[src/rtl/apb_mem_slave_ws.sv]
`default_nettype none
// +----------------------------------------------------------------------------+
// | Module      : apb_mem_slave_ws                                             |
// | Description : APB3 slave bridging to a synchronous single-port memory,     |
// |               with per-transfer wait states, range-error response and      |
// |               abort on psel drop.                                          |
// | Revision    : 1.0 - initial parametrised release                           |
// +----------------------------------------------------------------------------+
module apb_mem_slave_ws #(
  parameter int ADDR_W    = 8,
  parameter int DATA_W    = 8,
  parameter int MEM_DEPTH = 256,
  parameter int WAIT_W    = 8
) (
  input  logic              clk,
  input  logic              reset_n,
  input  logic              psel,
  input  logic              penable,
  input  logic              pwrite,
  input  logic [ADDR_W-1:0] paddr,
  input  logic [DATA_W-1:0] pwdata,
  input  logic [WAIT_W-1:0] pwait,
  output logic              pready,
  output logic [DATA_W-1:0] prdata,
  output logic              pslverr,
  output logic              mem_wren,
  output logic              mem_rden,
  output logic [ADDR_W-1:0] mem_addr,
  output logic [DATA_W-1:0] mem_wdata,
  input  logic [DATA_W-1:0] mem_rdata
);

  // One extra bit so a depth of exactly 2**ADDR_W is representable.
  localparam logic [ADDR_W:0] c_mem_depth = (ADDR_W+1)'(MEM_DEPTH);

  typedef enum logic [1:0] {
    ST_IDLE   = 2'd0,
    ST_WAIT   = 2'd1,
    ST_ACCESS = 2'd2,
    ST_RESP   = 2'd3
  } state_t;

  state_t              r_state;
  state_t              w_state_nxt;
  logic                r_dir;
  logic                w_dir_nxt;
  logic [WAIT_W-1:0]   r_cnt;
  logic [WAIT_W-1:0]   w_cnt_nxt;
  logic                r_rd_resp;
  logic                w_rd_resp_nxt;
  logic [ADDR_W-1:0]   w_addr_nxt;
  logic [DATA_W-1:0]   w_wdata_nxt;
  logic                w_pready_nxt;
  logic                w_pslverr_nxt;
  logic                w_wren_nxt;
  logic                w_rden_nxt;
  logic                w_setup;
  logic                w_addr_err;

  assign w_setup    = psel && !penable;
  assign w_addr_err = ({1'b0, paddr} >= c_mem_depth);

  // Next-state and next-output logic; every output is registered from these.
  always_comb begin
    w_state_nxt   = r_state;
    w_dir_nxt     = r_dir;
    w_cnt_nxt     = r_cnt;
    w_addr_nxt    = mem_addr;
    w_wdata_nxt   = mem_wdata;
    w_pready_nxt  = 1'b0;
    w_pslverr_nxt = 1'b0;
    w_wren_nxt    = 1'b0;
    w_rden_nxt    = 1'b0;
    w_rd_resp_nxt = 1'b0;
    case (r_state)
      ST_IDLE: begin
        if (w_setup) begin
          w_addr_nxt  = paddr;
          w_wdata_nxt = pwdata;
          w_dir_nxt   = pwrite;
          w_cnt_nxt   = pwait;
          if (w_addr_err) begin
            // Out-of-range: answer with an error, never touch the memory.
            w_state_nxt   = ST_RESP;
            w_pready_nxt  = 1'b1;
            w_pslverr_nxt = 1'b1;
          end else if (pwait != '0) begin
            w_state_nxt = ST_WAIT;
          end else begin
            w_state_nxt = ST_ACCESS;
            w_wren_nxt  = pwrite;
            w_rden_nxt  = !pwrite;
          end
        end
      end
      ST_WAIT: begin
        if (!psel) begin
          w_state_nxt = ST_IDLE;
          w_cnt_nxt   = '0;
        end else if (r_cnt == WAIT_W'(1)) begin
          w_state_nxt = ST_ACCESS;
          w_cnt_nxt   = '0;
          w_wren_nxt  = r_dir;
          w_rden_nxt  = !r_dir;
        end else begin
          w_cnt_nxt = r_cnt - WAIT_W'(1);
        end
      end
      ST_ACCESS: begin
        // The strobe is already out; an abort only suppresses the response.
        if (!psel) begin
          w_state_nxt = ST_IDLE;
        end else begin
          w_state_nxt   = ST_RESP;
          w_pready_nxt  = 1'b1;
          w_rd_resp_nxt = !r_dir;
        end
      end
      ST_RESP: begin
        w_state_nxt = ST_IDLE;
      end
      default: begin
        w_state_nxt = ST_IDLE;
      end
    endcase
  end

  // State, counter and registered bus outputs with asynchronous clear.
  always_ff @(posedge clk or negedge reset_n) begin
    if (!reset_n) begin
      r_state   <= ST_IDLE;
      r_dir     <= 1'b0;
      r_cnt     <= '0;
      r_rd_resp <= 1'b0;
      mem_addr  <= '0;
      mem_wdata <= '0;
      pready    <= 1'b0;
      pslverr   <= 1'b0;
      mem_wren  <= 1'b0;
      mem_rden  <= 1'b0;
    end else begin
      r_state   <= w_state_nxt;
      r_dir     <= w_dir_nxt;
      r_cnt     <= w_cnt_nxt;
      r_rd_resp <= w_rd_resp_nxt;
      mem_addr  <= w_addr_nxt;
      mem_wdata <= w_wdata_nxt;
      pready    <= w_pready_nxt;
      pslverr   <= w_pslverr_nxt;
      mem_wren  <= w_wren_nxt;
      mem_rden  <= w_rden_nxt;
    end
  end

  // Memory read data only becomes valid in the response cycle, so it is
  // steered onto prdata by a registered read-response flag; zero otherwise.
  assign prdata = r_rd_resp ? mem_rdata : '0;

endmodule
`default_nettype wire
[config.mk]
export PLATFORM = sky130hd
export DESIGN_NAME = apb_mem_slave_ws
export DESIGN_NICKNAME = d
export VERILOG_FILES = /design/src/rtl/apb_mem_slave_ws.sv
export SDC_FILE = /design/constraint.sdc
export NUM_CORES = 1
export LEC_CHECK = 0
export BUFFER_PORTS_ARGS = -buffer_cell sky130_fd_sc_hd__clkbuf_2
export CELL_PAD_IN_SITES_DETAIL_PLACEMENT = 1
export CELL_PAD_IN_SITES_GLOBAL_PLACEMENT = 1
export CORE_ASPECT_RATIO = 0.6
export CORE_UTILIZATION = 35
export CTS_BUF_LIST = sky130_fd_sc_hd__clkbuf_8 sky130_fd_sc_hd__clkbuf_16
export CTS_CLUSTER_SIZE = 10
export DETAILED_ROUTE_END_ITERATION = 6
export PLACE_DENSITY_LB_ADDON = 0.1
export SETUP_SLACK_MARGIN = 0.5
export SKIP_LAST_GASP = 1
export SLEW_MARGIN = 20
export SYNTH_ARGS = -nofsm -noshare
export SYNTH_HDL_FRONTEND = slang
export SYNTH_SLANG_ARGS = --single-unit
[constraint.sdc]
create_clock -name clk -period 2.3 [get_ports clk]
set_clock_uncertainty 0.15 [all_clocks]
set_input_delay 0.46 -clock clk [delete_from_list [all_inputs] [get_ports clk]]
set_output_delay 0.46 -clock clk [all_outputs]
set_load 0.02 [all_outputs]
==> metrics.log <==
[metrics] total of flip-flops plus latches after synthesis: 31
[metrics] path category of the worst min-delay check: input pin to async pin
[metrics] die area: 4580 um^2
[metrics] horizontal extent of the die: between 80 and 90 um
[metrics] net count after synthesis: 174
[metrics] Max transition margin: 49.3%
[metrics] final sum of negative setup slack: 0 ns
[metrics] largest voltage drop on the vdd net: 0.000668 V
[metrics] areal power density over the cells: ~1200 nW/um^2
[metrics] Warnings, synthesis: 0
[metrics] number of enable-type register cells in the synthesized netlist: 0
[metrics] Post-CTS Hold Fix Bufs: 0
[metrics] number of sinks driven by the clock tree: 31
[metrics] total routing usage reported by global routing: between 10% and 20%
[metrics] final weighted congestion of routability-driven global placement: 0.809
[metrics] non-filler instance count after layout: between 200 and 300
[metrics] number of maximum-capacitance violations: 0
[metrics] Crit Path Category: flip-flop to flip-flop
[metrics] number of endpoints with negative hold slack in the final report: 0
[metrics] Setup violations, final: 0
[metrics] cell count after placement: 255
[metrics] most area-hungry cell type in the Yosys netlist: sky130_fd_sc_hd__dfrtp_1
[metrics] DRC Markers: 0
[metrics] final worst path period need: between 1.5 and 2 ns
[metrics] pin count of the biggest net entering global routing: 32
[metrics] wire length of the first global-routing pass: around 6.6 mm
[metrics] FILL cells: 482
[metrics] router iterations before antenna repair: 4
[metrics] Detailed Route WL: 4.42 mm
[metrics] initial standard-cell utilization of the core: 36.6%
[metrics] Required @ worst endpoint: 2.32 ns
[metrics] Remaining Overflow, GRT: 0
[metrics] clock tree from TritonCTS: yes
[metrics] data arrival time at the worst-slack endpoint: 1.87 ns
[metrics] I/O Pins: 65
[metrics] prevailing post-synth register cell: sky130_fd_sc_hd__dfrtp_1
[metrics] FP Rows: 18
[metrics] area added between synthesis and finish: 45.7%
[metrics] DRT antenna net count: 0
[metrics] post-synthesis cell type count: 39
[metrics] maximum fanout along the worst path: 4
[metrics] Clk Tree Root Cell: sky130_fd_sc_hd__clkbuf_8
[metrics] share of flip-flops with an asynchronous set or reset after synthesis: 100%
[metrics] vias in the first global route: 1353
[metrics] DR WL/cell: 16.0 um
[metrics] final-stage net count: 255
[metrics] initial antenna violation count: 0
[metrics] maximum clock insertion buffer count: 2
[metrics] critical path, cell by cell: inv_2 > ha_4 > or3b_4 > nor3_2 > o22ai_1 > a221o_1
[metrics] category of the worst setup path launch point: flip-flop
[metrics] Pins Over Slew Limit: 0
[metrics] count of routing violations after the opening detailed-route iteration: 45
[metrics] run status: finished clean
[metrics] period utilization: between 80% and 90%
[metrics] detailed placement HPWL: slightly below 3 mm
[metrics] maximum single-stage delay on the critical path: 0.44 ns
[metrics] clock input transition at the sequential cells of the worst setup and hold paths: 0.07 ns
[metrics] most area-consuming cells after synthesis: sky130_fd_sc_hd__dfrtp_1, sky130_fd_sc_hd__mux2_2, sky130_fd_sc_hd__and2_1, sky130_fd_sc_hd__a21oi_1, sky130_fd_sc_hd__a221o_1
[metrics] LEAKAGE: 1.06 nW
[metrics] fraction of final layout cells sized beyond drive strength 1: 56.2%
[metrics] actual transition at the worst max-transition pin: 0.761 ns
[metrics] insertion delay of the later-clocked pin in the worst-skew pair: 0.29 ns
[metrics] diodes inserted: 0
[metrics] via count normalized by instance count: between 5 and 6
[metrics] cell with the largest stage delay on the worst path: sky130_fd_sc_hd__dfrtp_2
[metrics] floorplan die height: 52.8 um
[metrics] highest clock rate: 0.539 GHz
[metrics] via total after detailed routing: 1400
[metrics] TritonCTS buffer count: 5
[metrics] sequential fraction of the synthesis area: between 50% and 60%
[metrics] cell area after synthesis: about 1500 um^2
[metrics] count of input and output buffers: between 60 and 70
[metrics] area of the core: 4120 um^2
[metrics] kind of end point of the critical path: flip-flop
[metrics] H-tree depth: 2
[metrics] setup repair after global routing missed its margin: true
[metrics] area share of the largest cell type after synthesis: approximately 50%
[metrics] mean area per synthesized cell: 11.2 um^2
[metrics] gate count after technology mapping: 135
-- per-stage QoR --
step / hold WS (ns) / worst slack [ns] / total power [mW] / utilization [%] / area (um^2)
finish: 0.0796 / 0.446 / 2.74 / 53.3 / 2200
global route: 0.150 / 0.415 / 2.92 / 53.3 / 2200
CTS: 0.116 / 0.494 / 2.65 / 51.7 / 2130
detailed placement: 0.334 / 0.198 / 1.92 / 46.3 / 1910
global placement: 0.339 / 0.340 / 1.89 / 46.3 / 1910
floorplan: 0.0144 / 0.509 / 1.57 / - / 1510
-- worst max-delay path: cells and delay by family (launching register included) --
| kind | cells | cell delay [ns] |
|---|---|---|
| buffers and inverters | 1 | 0.10 |
| and+or+nand+nor | 2 | 0.51 |
| adders and majority gates | 1 | 0.14 |
| AOI/OAI and AO/OA | 2 | 0.39 |
| DFF | 1 | 0.44 |
-- cells by family (layout without fill, tap and decap cells) --
logic type	Yosys count	after routing	share of synthesized area (%)
buffers and inverters	13	94	4.40
adder cells (fa/ha/maj)	2	2	1.66
AND/OR/NAND/NOR	45	45	17.8
AO/OA/AOI/OAI	27	28	12.5
other	1	1	0.249
multiplexers	16	16	12.0
flip-flops	31	31	51.5
-- placed cells by master (no fill, tap or decap), types with 2 or more instances in the layout --
master / synthesis / final
sky130_fd_sc_hd__clkbuf_2: 0 / 63
sky130_fd_sc_hd__dfrtp_1: 31 / 29
sky130_fd_sc_hd__mux2_2: 16 / 16
sky130_fd_sc_hd__buf_4: 1 / 15
sky130_fd_sc_hd__and2_1: 9 / 9
sky130_fd_sc_hd__nand2_1: 8 / 8
sky130_fd_sc_hd__clkbuf_8: 0 / 6
sky130_fd_sc_hd__a21oi_1: 6 / 5
sky130_fd_sc_hd__o21ai_0: 4 / 4
sky130_fd_sc_hd__inv_1: 6 / 4
sky130_fd_sc_hd__nor2_1: 5 / 4
sky130_fd_sc_hd__nor2b_1: 3 / 3
sky130_fd_sc_hd__nand3_1: 3 / 3
sky130_fd_sc_hd__o22ai_1: 3 / 3
sky130_fd_sc_hd__a221o_1: 3 / 3
sky130_fd_sc_hd__inv_2: 0 / 2
sky130_fd_sc_hd__nor4_1: 3 / 2
sky130_fd_sc_hd__nor4b_4: 0 / 2
sky130_fd_sc_hd__nor3_2: 0 / 2
sky130_fd_sc_hd__nand3b_1: 2 / 2
sky130_fd_sc_hd__dfrtp_2: 0 / 2
-- flip-flops by register name, indices dropped and copies added, names as in the netlist --
name and count:
mem_addr 8, mem_rden 1, mem_wdata 8, mem_wren 1
pready 1, r_cnt 8, r_dir 1, r_rd_resp 1
r_state 2
-- metal layers --
layer | global-route usage, % | vias up | share of wire [%]
met2 | 31.2 | 51 | 48
met5 | 0 | - | 0
met1 | 26.4 | 688 | 45
met3 | 5.83 | 9 | 6.5
met4 | 5.00 | 0 | 0.99
li1 | - | 652 | -
-- synthesized netlist by cell type (3+ instances only) --
library cell               n
sky130_fd_sc_hd__a21oi_1   6
sky130_fd_sc_hd__a221o_1   3
sky130_fd_sc_hd__and2_1    9
sky130_fd_sc_hd__buf_2     5
sky130_fd_sc_hd__dfrtp_1  31
sky130_fd_sc_hd__inv_1     6
sky130_fd_sc_hd__mux2_2   16
sky130_fd_sc_hd__nand2_1   8
sky130_fd_sc_hd__nand3_1   3
sky130_fd_sc_hd__nor2_1    5
sky130_fd_sc_hd__nor2b_1   3
sky130_fd_sc_hd__nor3_1    3
sky130_fd_sc_hd__nor4_1    3
sky130_fd_sc_hd__o21ai_0   4
sky130_fd_sc_hd__o22ai_1   3
-- final timing paths --
kind / to / slack (ns) / start / cells after the start
worst max-delay path: r_cnt[6]$_DFFE_PN0P_ / 0.45 / r_cnt[0]$_DFFE_PN0P_ / 6
worst min-delay path: mem_wdata[4]$_DFFE_PN0P_ / 0.08 / reset_n / 1
worst max register to register: r_cnt[6]$_DFFE_PN0P_ / 0.45 / r_cnt[0]$_DFFE_PN0P_ / 6
worst min register to register: r_rd_resp$_DFF_PN0_ / 0.34 / r_dir$_DFFE_PN0P_ / 1
max in group asynchronous: r_cnt[0]$_DFFE_PN0P_ / 1.38 / reset_n / 1
min in group clk: mem_rden$_DFF_PN0_ / 0.24 / pwrite / 2
-- cell type report --
class	count	area, um^2	area share (%)
Clock buffer	6	82.6	3.76
Clock inverter	2	35.0	1.59
Inverter	6	22.5	1.03
Multi-Input combinational cell	92	744	33.9
Sequential cell	31	778	35.4
Tap cell	60	75.1	3.42
Timing Repair Buffer	80	459	20.9
-- power breakdown --
part           switching, mW  total [mW]  internal, mW
clock network          0.206       0.557         0.350
logic                  0.607        1.20         0.595
registers              0.221       0.986         0.765
-- timing repair --
action	CTS	global route
setup endpoints to repair	7	21
resized for setup	9	8
pin swaps	1	4
setup buffers	9	4
gates cloned	0	1
endpoints found under the hold margin	0	0
No activity file was read; power rests on OpenSTA's default activity.
